===== config.mk =====
export PLATFORM = sky130hd
export DESIGN_NAME = hintarb
export DESIGN_NICKNAME = d
export VERILOG_FILES = /design/src/rtl/hintarb_pkg.sv /design/src/rtl/hintarb_intprio.sv /design/src/rtl/synchronizer.sv /design/src/rtl/hintarb.sv
export SDC_FILE = /design/constraint.sdc
export NUM_CORES = 1
export LEC_CHECK = 0
export CORE_MARGIN = 4
export CORE_UTILIZATION = 39
export DETAILED_ROUTE_END_ITERATION = 10
export GPL_ROUTABILITY_DRIVEN = 0
export PLACE_DENSITY = 0.95
export SETUP_SLACK_MARGIN = 0.15
export SLEW_MARGIN = 5
export SYNTH_ARGS = -nofsm -noshare
export SYNTH_HDL_FRONTEND = slang
export SYNTH_HIERARCHICAL = 1
export SYNTH_SLANG_ARGS = --single-unit

===== constraint.sdc =====
create_clock -name clk -period 9.8 [get_ports clk]
set_clock_uncertainty 0.15 [all_clocks]
set_input_delay 0.98 -clock clk [delete_from_list [all_inputs] [get_ports clk]]
set_output_delay 0.98 -clock clk [all_outputs]
set_load 0.01 [all_outputs]

===== src/rtl/hintarb_pkg.sv =====
// Shared constants for the hypervisor interrupt arbiter:
// privilege encodings, interrupt bit indices, targets and FSM states.
package hintarb_pkg;

    localparam logic [1:0] M_MODE = 2'b11;
    localparam logic [1:0] S_MODE = 2'b01;
    localparam logic [1:0] U_MODE = 2'b00;

    localparam int SSI  = 1;
    localparam int VSSI = 2;
    localparam int MSI  = 3;
    localparam int STI  = 5;
    localparam int VSTI = 6;
    localparam int MTI  = 7;
    localparam int SEI  = 9;
    localparam int VSEI = 10;
    localparam int MEI  = 11;
    localparam int SGEI = 12;

    localparam logic [1:0] INTTGT_M  = 2'b11;
    localparam logic [1:0] INTTGT_HS = 2'b01;
    localparam logic [1:0] INTTGT_VS = 2'b10;

    typedef enum logic [1:0] {
        ST_IDLE  = 2'd0,
        ST_REQ   = 2'd1,
        ST_BLANK = 2'd2
    } state_e;

endpackage


===== src/rtl/hintarb_intprio.sv =====
// Fixed-priority picker over a 13-bit interrupt candidate vector.
// Order: 11, 3, 7, 9, 1, 5, 12, 10, 2, 6.
module hintarb_intprio
    import hintarb_pkg::*;
(
    input  logic [12:0] cand_i,
    output logic        valid_o,
    output logic [3:0]  idx_o
);

    always_comb begin
        valid_o = 1'b1;
        idx_o   = 4'd0;
        priority case (1'b1)
            cand_i[MEI]:  idx_o = 4'(MEI);
            cand_i[MSI]:  idx_o = 4'(MSI);
            cand_i[MTI]:  idx_o = 4'(MTI);
            cand_i[SEI]:  idx_o = 4'(SEI);
            cand_i[SSI]:  idx_o = 4'(SSI);
            cand_i[STI]:  idx_o = 4'(STI);
            cand_i[SGEI]: idx_o = 4'(SGEI);
            cand_i[VSEI]: idx_o = 4'(VSEI);
            cand_i[VSSI]: idx_o = 4'(VSSI);
            cand_i[VSTI]: idx_o = 4'(VSTI);
            default:      valid_o = 1'b0;
        endcase
    end

endmodule


===== src/rtl/synchronizer.sv =====
// Two-flop synchronizer for a single asynchronous level.
// Both stages clear on reset.
module synchronizer (
    input  logic clk,
    input  logic reset,
    input  logic d,
    output logic q
);

    logic meta_q;
    logic sync_q;

    always_ff @(posedge clk) begin
        if (reset) begin
            meta_q <= 1'b0;
            sync_q <= 1'b0;
        end else begin
            meta_q <= d;
            sync_q <= meta_q;
        end
    end

    assign q = sync_q;

endmodule


===== src/rtl/hintarb.sv =====
// Hypervisor interrupt arbiter: merges M/HS/VS pending interrupts
// and presents one registered request under a req/ack handshake.
module hintarb
    import hintarb_pkg::*;
#(
    parameter int GEILEN = 7
) (
    input  logic              clk,
    input  logic              reset,
    input  logic [GEILEN-1:0] GuestExtIntIn,
    input  logic [12:0]       MIP_REGW,
    input  logic [12:0]       MIE_REGW,
    input  logic [12:0]       MIDELEG_REGW,
    input  logic [12:0]       HIDELEG_REGW,
    input  logic [12:0]       HVIP_REGW,
    input  logic [GEILEN-1:0] HGEIE_REGW,
    input  logic [5:0]        VGEIN,
    input  logic [1:0]        PrivilegeModeW,
    input  logic              VirtModeW,
    input  logic              MStatusMIE,
    input  logic              SStatusSIE,
    input  logic              VSStatusSIE,
    input  logic              StallM,
    input  logic              IntAckM,
    output logic              IntReqM,
    output logic [5:0]        IntCauseM,
    output logic [1:0]        IntTargetM,
    output logic [GEILEN-1:0] HGEIP_REGW,
    output logic              WakeM
);

    state_e      state_q, state_d;
    logic [5:0]  cause_q, cause_d;
    logic [1:0]  tgt_q, tgt_d;
    logic        wake_q;

    for (genvar i = 0; i < GEILEN; i++) begin : g_sync
        synchronizer u_sync (
            .clk   (clk),
            .reset (reset),
            .d     (GuestExtIntIn[i]),
            .q     (HGEIP_REGW[i])
        );
    end

    logic [63:0] hgeip_ext;
    logic [5:0]  vgein_idx;
    logic        vgein_ok;
    logic        sgeip, vseip;

    assign hgeip_ext = 64'(HGEIP_REGW);
    assign vgein_idx = VGEIN - 6'd1;
    assign vgein_ok  = (VGEIN != 6'd0) && (VGEIN <= 6'(GEILEN));
    assign sgeip     = |(HGEIP_REGW & HGEIE_REGW);
    assign vseip     = HVIP_REGW[VSEI] | (vgein_ok & hgeip_ext[vgein_idx]);

    logic [12:0] pend, en;
    assign pend = MIP_REGW | {sgeip, 1'b0, vseip, 3'b0,
                              HVIP_REGW[VSTI], 3'b0,
                              HVIP_REGW[VSSI], 2'b0};
    assign en = pend & MIE_REGW;

    logic unused_hvip;
    assign unused_hvip = ^{HVIP_REGW[12:11], HVIP_REGW[9:7],
                           HVIP_REGW[5:3], HVIP_REGW[1:0]};

    logic in_m, in_s, in_u;
    logic m_en, hs_en, vs_en;
    assign in_m  = PrivilegeModeW == M_MODE;
    assign in_s  = PrivilegeModeW == S_MODE;
    assign in_u  = PrivilegeModeW == U_MODE;
    assign m_en  = !in_m || MStatusMIE;
    assign hs_en = !in_m && (VirtModeW || in_u || (in_s && SStatusSIE));
    assign vs_en = VirtModeW && (in_u || VSStatusSIE);

    // VS level only ever sees the three virtual-supervisor bits
    localparam logic [12:0] VS_MASK = 13'h0444;

    logic [12:0] m_cand, hs_cand, vs_cand;
    assign m_cand  = en & ~MIDELEG_REGW & {13{m_en}};
    assign hs_cand = en & MIDELEG_REGW & ~HIDELEG_REGW & {13{hs_en}};
    assign vs_cand = en & MIDELEG_REGW & HIDELEG_REGW & VS_MASK
                     & {13{vs_en}};

    logic       m_v, hs_v, vs_v;
    logic [3:0] m_idx, hs_idx, vs_idx;

    hintarb_intprio u_prio_m (
        .cand_i  (m_cand),
        .valid_o (m_v),
        .idx_o   (m_idx)
    );

    hintarb_intprio u_prio_hs (
        .cand_i  (hs_cand),
        .valid_o (hs_v),
        .idx_o   (hs_idx)
    );

    hintarb_intprio u_prio_vs (
        .cand_i  (vs_cand),
        .valid_o (vs_v),
        .idx_o   (vs_idx)
    );

    logic       win;
    logic [5:0] win_cause;
    logic [1:0] win_tgt;

    always_comb begin
        win       = 1'b1;
        win_cause = 6'd0;
        win_tgt   = 2'b00;
        if (m_v) begin
            win_cause = {2'b0, m_idx};
            win_tgt   = INTTGT_M;
        end else if (hs_v) begin
            win_cause = {2'b0, hs_idx};
            win_tgt   = INTTGT_HS;
        end else if (vs_v) begin
            win_cause = {2'b0, vs_idx - 4'd1};
            win_tgt   = INTTGT_VS;
        end else begin
            win = 1'b0;
        end
    end

    always_ff @(posedge clk) begin
        if (reset) begin
            state_q <= ST_IDLE;
            cause_q <= 6'd0;
            tgt_q   <= 2'b00;
            wake_q  <= 1'b0;
        end else begin
            state_q <= state_d;
            cause_q <= cause_d;
            tgt_q   <= tgt_d;
            wake_q  <= |en;
        end
    end

    always_comb begin
        state_d = state_q;
        unique case (state_q)
            ST_IDLE: begin
                if (win) state_d = ST_REQ;
            end
            ST_REQ: begin
                if (IntAckM)     state_d = ST_BLANK;
                else if (StallM) state_d = ST_REQ;
                else if (!win)   state_d = ST_IDLE;
            end
            ST_BLANK: state_d = ST_IDLE;
            default:  state_d = ST_IDLE;
        endcase
    end

    logic capture;
    always_comb begin
        capture = 1'b0;
        cause_d = cause_q;
        tgt_d   = tgt_q;
        unique case (state_q)
            ST_IDLE: capture = win;
            ST_REQ:  capture = win && !IntAckM && !StallM;
            default: capture = 1'b0;
        endcase
        if (capture) begin
            cause_d = win_cause;
            tgt_d   = win_tgt;
        end
    end

    assign IntReqM    = state_q == ST_REQ;
    assign IntCauseM  = cause_q;
    assign IntTargetM = tgt_q;
    assign WakeM      = wake_q;

endmodule

### Yosys cells after proc, flatten, opt, wreduce, memory -nomap -nowiden

Index checks and enable logic that the tools add are counted.

| storage, ports and cells | value |
|---|---|
| logic and storage cells | 137 |
| register bits | 25 |

| operators by class | value |
|---|---|
| multiplexer cells | 77 |
| eq/ne operators | 5 |
| order comparisons | 2 |
| reduce and logical (&&, ||, !) cells | 19 |
| add/subtract/negate cells | 2 |
| bitwise gates (word level) | 14 |

Operators by type and width:

| cell | number |
|---|---|
| $mux 4 | 30 |
| $and 13x13->13 | 6 |
| $mux 1 | 34 |
| $not 13->13 | 2 |
| $mux 2 | 7 |
| $and 11x13->13 | 1 |
| $or 13x13->13 | 1 |
| $reduce_or 13->1 | 1 |
| $and 11x11->11 | 1 |
| $mux 3 | 3 |
| $and 7x7->7 | 1 |
| $lt 6x7->1 const B | 1 |
| $reduce_or 7->1 | 1 |
| $bmux 1 s6 | 1 |
| $le 6x3->1 const B | 1 |
| $logic_and 1x1->1 | 6 |
| $reduce_bool 6->1 | 1 |
| $sub 6x1->6 const B | 1 |
| $eq 2x1->1 const B | 2 |
| $logic_not 2->1 | 2 |
| $logic_or 1x1->1 | 4 |
| $ne 4x4->1 const B | 1 |
| $pmux 2 s2 | 1 |
| $sub 4x1->4 const B | 1 |
| other kinds (7) | 9 |

### Logic depth before layout (Yosys ltp)

| depth | value |
|---|---|
| word-level depth | 27 |
| mapped depth | 14 |

### By module

The synthesis kept the hierarchy.

Modules (own cells, without submodules):

| module | times used | cells each | area each (µm²) | seq. area each (µm²) |
|---|---|---|---|---|
| hintarb | 1 | 139 | 991.0 | 180.2 |
| synchronizer | 7 | 4 | 52.6 | 40.0 |
| hintarb_intprio | 3 | 16 | 100.1 | 0.0 |

### Worst setup path before layout

No wires, ideal clock.

| timing path | value |
|---|---|
| path type | input -> register |
| start point | input VGEIN[0] |
| end point | register cause_q[3] (netlist: IntCauseM[3]) |
| setup slack | 5.988 ns |
| stages | 11 |
| data arrival time | 3.538 ns |
| data required time | 9.526 ns |
| buffers on the path | 0 |
| cell sequence | inv_1 ha_1 mux2_4 a221o_1 a41oi_2 nor2_1 or2_2 a221o_2 xor2_1 a221oi_1 o41ai_2 |

| on the way | value |
|---|---|
| elaborated cells on any way between the ends | 75 |

RTL lines:

| what | line | text |
|---|---|---|
| start, declared | hintarb.sv:17 | `input logic [5:0] VGEIN,` |
| $sub 6x1->6 | hintarb.sv:52 | `assign vgein_idx = VGEIN - 6'd1;` |
| $bmux 1 s6 | hintarb.sv:55 | `assign vseip = HVIP_REGW[VSEI] \| (vgein_ok & hgeip_ext[vgein_idx]);` |
| $mux 1 (not written as such) | hintarb.sv:55 |  |
| $and 1x1->1 * | hintarb.sv:55 |  |
| $or 1x1->1 * | hintarb.sv:55 |  |
| $or 13x13->13 * | hintarb.sv:58 | `assign pend = MIP_REGW \| {sgeip, 1'b0, vseip, 3'b0,` |
| $and 13x13->13 * | hintarb.sv:61 | `assign en = pend & MIE_REGW;` |
| $and 13x13->13 * | hintarb.sv:82 | `assign vs_cand = en & MIDELEG_REGW & HIDELEG_REGW & VS_MASK` |
| $and 11x11->11 * | hintarb.sv:82 |  |
| $and 11x13->13 * | hintarb.sv:83 | `& {13{vs_en}};` |
| via vs_cand[10] | hintarb.sv:79 | `logic [12:0] m_cand, hs_cand, vs_cand;` |
| $mux 4 * (8 in series) | hintarb_intprio.sv:14 | `priority case (1'b1)` |
| via vs_idx[3] | hintarb.sv:86 | `logic [3:0] m_idx, hs_idx, vs_idx;` |
| $sub 4x1->4 * | hintarb.sv:121 | `win_cause = {2'b0, vs_idx - 4'd1};` |
| $mux 4 * | hintarb.sv:120 | `end else if (vs_v) begin` |
| $mux 4 * | hintarb.sv:117 | `end else if (hs_v) begin` |
| $mux 4 * | hintarb.sv:114 | `if (m_v) begin` |
| end signal, assigned | hintarb.sv:136 | `cause_q <= cause_d;` |
| end, declared | hintarb.sv:33 | `logic [5:0] cause_q, cause_d;` |

Mark *: on every way through the listed nets, which the timed path passes. The rest lies on a longest branch. The select of a mux whose other input is x is not followed.
A chain may end at the register's enable or synchronous reset.

### Final worst setup path

| timing path | value |
|---|---|
| start point | input VGEIN[0] |
| end point | register cause_q[1] (netlist: IntCauseM[1]) |

| on the way | value |
|---|---|
| elaborated cells on any way between the ends | 75 |

RTL lines:

| what | line | text |
|---|---|---|
| $sub 6x1->6 | hintarb.sv:52 |  |
| $bmux 1 s6 | hintarb.sv:55 |  |
| $mux 1 (not written as such) | hintarb.sv:55 |  |
| $and 1x1->1 * | hintarb.sv:55 |  |
| $or 1x1->1 * | hintarb.sv:55 |  |
| $or 13x13->13 * | hintarb.sv:58 |  |
| $and 13x13->13 * | hintarb.sv:61 |  |
| $and 13x13->13 * (2 in series) | hintarb.sv:80 | `assign m_cand = en & ~MIDELEG_REGW & {13{m_en}};` |
| via m_cand[10] | hintarb.sv:79 |  |
| $mux 1 * (8 in series) | hintarb_intprio.sv:14 |  |
| via m_v | hintarb.sv:85 | `logic m_v, hs_v, vs_v;` |
| $mux 1 | hintarb.sv:114 |  |
| $logic_and 1x1->1 (2 in series) | hintarb.sv:165 | `ST_REQ: capture = win && !IntAckM && !StallM;` |
| $pmux 1 s2 | hintarb.sv:163 | `unique case (state_q)` |

Marks and branches as above.

==> impl_metrics.py <==
metrics = {
    "outcome": {
        "status": "complete, no violations",
    },
    "power": {
        "p_sw_w": 0.0000701,
        "cellLeakagePower_nw": 1.11,
        "power_frac_comb": 0.374,
        "netSwitchingFraction": 0.275,
        "p_int_w": 0.000185,
        "vdd_drop_max_mv": 0.0737,
        "power_density_nw_per_um2": 93.2,
        "share_seq_of_total_power": 0.406,
        "clockPowerShare": 0.220,
    },
    "placed_design": {
        "dp_hpwl_um": 4250,
        "port_buffers": 93,
        "dp_cells": 374,
        "pre_cts_slack_ns": 4.94,
    },
    "worst_setup_path": {
        "cp.arrival_ns": 4.70,
        "critical_path_buf_inv_count": 2,
        "critPathTopFamily": "simple AND/OR/NAND/NOR gates",
        "crit_path_max_fanout": 11,
        "startpoint_type": "primary input",
        "crit_chain": "clkdlybuf4s50_1 > inv_1 > ha_1 > mux2_4 > a221o_1 > a41oi_2 > nor3_1 > nor3_1 > nand4b_1 > nor3_1 > or3_1 > nand2_1 > a21oi_1",
        "cp_slowest_cell": "clkdlybuf4s50_1",
        "cp.required_ns": 9.83,
        "worst_path_most_repeated_cell": "nor3_1",
        "slowest_delay_ns": 0.56,
        "critPathCaptureType": "flop",
        "path_class": "primary input to flop",
    },
    "sta": {
        "finalSetupViolCount": 0,
        "worst_pin_slew_ns": 0.826,
        "final_hold_viol_count": 0,
        "min_period_ns": 4.68,
        "fin_crit_sh": 0.477,
        "fmax_mhz": 214,
        "rsz0062_at_grt": "false",
        "layout_setup_ws_ns": 5.12,
        "drv_slew": 0,
        "slew_headroom": 0.448,
        "fin_setup_tns_ns": 0,
    },
    "clock_tree": {
        "cts_buffers": 3,
        "hold_buffers": 0,
        "cts_tree": "built",
        "cts_setup_buffers": 0,
        "cts_root_buffer": "clkbuf_8",
        "cts_num_sinks": 23,
        "cts_resized": 0,
        "cts.path.max_buffers": 2,
        "htree_levels": 1,
        "clk_pin_slew_ns": 0.08,
        "insertion_delay_ns": 0.26,
    },
    "routing": {
        "drtIter0Drc": 105,
        "wl_per_cell_um": 13.2,
        "ant_nets": 0,
        "drc": 0,
        "vias": 1938,
        "drt_wl_total_um": 5000,
        "via_per_inst": 5.13,
        "drt_pass1_iterations": 4,
    },
    "final_layout": {
        "area_growth_pct": 68.8,
        "seq_area_um2": 460,
        "finalNonFillerCells": 378,
        "final_util": 0.683,
        "multi_input_area_um2": 1190,
        "nets": 426,
        "drive_above_1_share": 0.0518,
        "fillers": 336,
        "n_antenna_cell": 0,
    },
    "grt": {
        "first_global_vias": 1869,
        "track_usage": 0.186,
        "antenna_found_initial": 0,
        "grt_start_max_net_pins": 26,
        "grt_busiest_layer": "met2",
        "met1_usage": 0.219,
        "grt_overflow": 0,
        "use_met3": 0.0360,
        "grtUsageMet2": 0.347,
        "grt_first_pass_wirelength_um": 7980,
    },
    "job": {
        "maxCapViolations": 0,
    },
    "floorplan": {
        "row_count": 23,
        "design.core.area_um2": 4000,
        "die_y_um": 72.4,
        "die_w_um": 72.4,
        "pin_count": 112,
        "die-area_um2": 5240,
        "start_util": 0.404,
    },
    "logic_synthesis": {
        "synth.yosys.warnings": 6,
        "syn_inst": 209,
        "syn_avg_cell_area_um2": 7.74,
        "syn_area_um2": 1620,
    },
    "min_path": {
        "worst_hold_path_type": "flop to flop",
    },
}
## layer usage
| metal | vias up | part of all wire |
|---|---|---|
| met2 | 69 | 0.51 |
| li1 | 988 | - |
| met1 | 873 | 0.40 |
| met3 | 8 | 0.074 |
| met5 | - | 0 |
| met4 | 0 | 0.015 |
## final timing paths
check,from,to,slack [ns],depth (start not counted)
min,g_sync[0].u_sync/meta_q,g_sync[0].u_sync/q,0.29,1
max,VGEIN[0],IntCauseM[1],5.12,13
min reg2reg,g_sync[0].u_sync/meta_q,g_sync[0].u_sync/q,0.29,1
max reg2reg,g_sync[6].u_sync/q,IntCauseM[1],6.62,10
## worst reg2reg max path, stage by stage, from the launching register on
cell	delay [ns]
dfxtp_1	0.33
mux2_4	0.27
a221o_1	0.35
a41oi_2	0.30
nor3_1	0.12
nor3_1	0.30
nand4b_1	0.40
nor3_1	0.38
or3_1	0.29
nand2_1	0.08
a21oi_1	0.13
## power groups by stage
stage          combinational, W  clock [W]  sequential [W]
6_report              0.0000952  0.0000560        0.000103
5_1_grt                0.000104  0.0000632        0.000104
4_1_cts               0.0000949  0.0000586        0.000103
3_5_place_dp          0.0000940          0        0.000106
3_3_place_gp          0.0000921          0        0.000106
2_1_floorplan         0.0000424          0        0.000107
## cell usage in the layout, fill, tap and decap left out, types with 4 or more instances in the layout
cell and n:
a21oi_1 4, clkdlybuf4s50_1 93, conb_1 30, dfxtp_1 23, inv_1 10, nand2_1 19
nand2b_1 4, nand3_1 4, nor2_1 18, nor2b_1 19, nor3_1 24, nor4_1 5
nor4b_1 10, or3_1 5
## metrics by stage
stage               power, W  hold WS [ns]  area (um2)
floorplan           0.000150         0.264        1730
global placement    0.000198         0.267        2690
detailed placement  0.000200         0.274        2690
CTS                 0.000257         0.292        2730
global route        0.000271         0.319        2730
finish              0.000255         0.289        2730
## area by class of cell
class,count,area share
Multi-Input combinational cell,198,0.437
Timing Repair Buffer,93,0.341
Sequential cell,23,0.169
Tap cell,50,0.0229
Clock buffer,3,0.0151
Inverter,10,0.0137
Clock inverter,1,0.00183
## flip-flops by register name, summed over array words and instances, names as in the netlist
register,count
g_sync.u_sync/meta_q,7
g_sync.u_sync/q,7
IntCauseM,4
IntTargetM,2
state_q,2
WakeM,1
No activity file was read; power rests on OpenSTA's default activity.
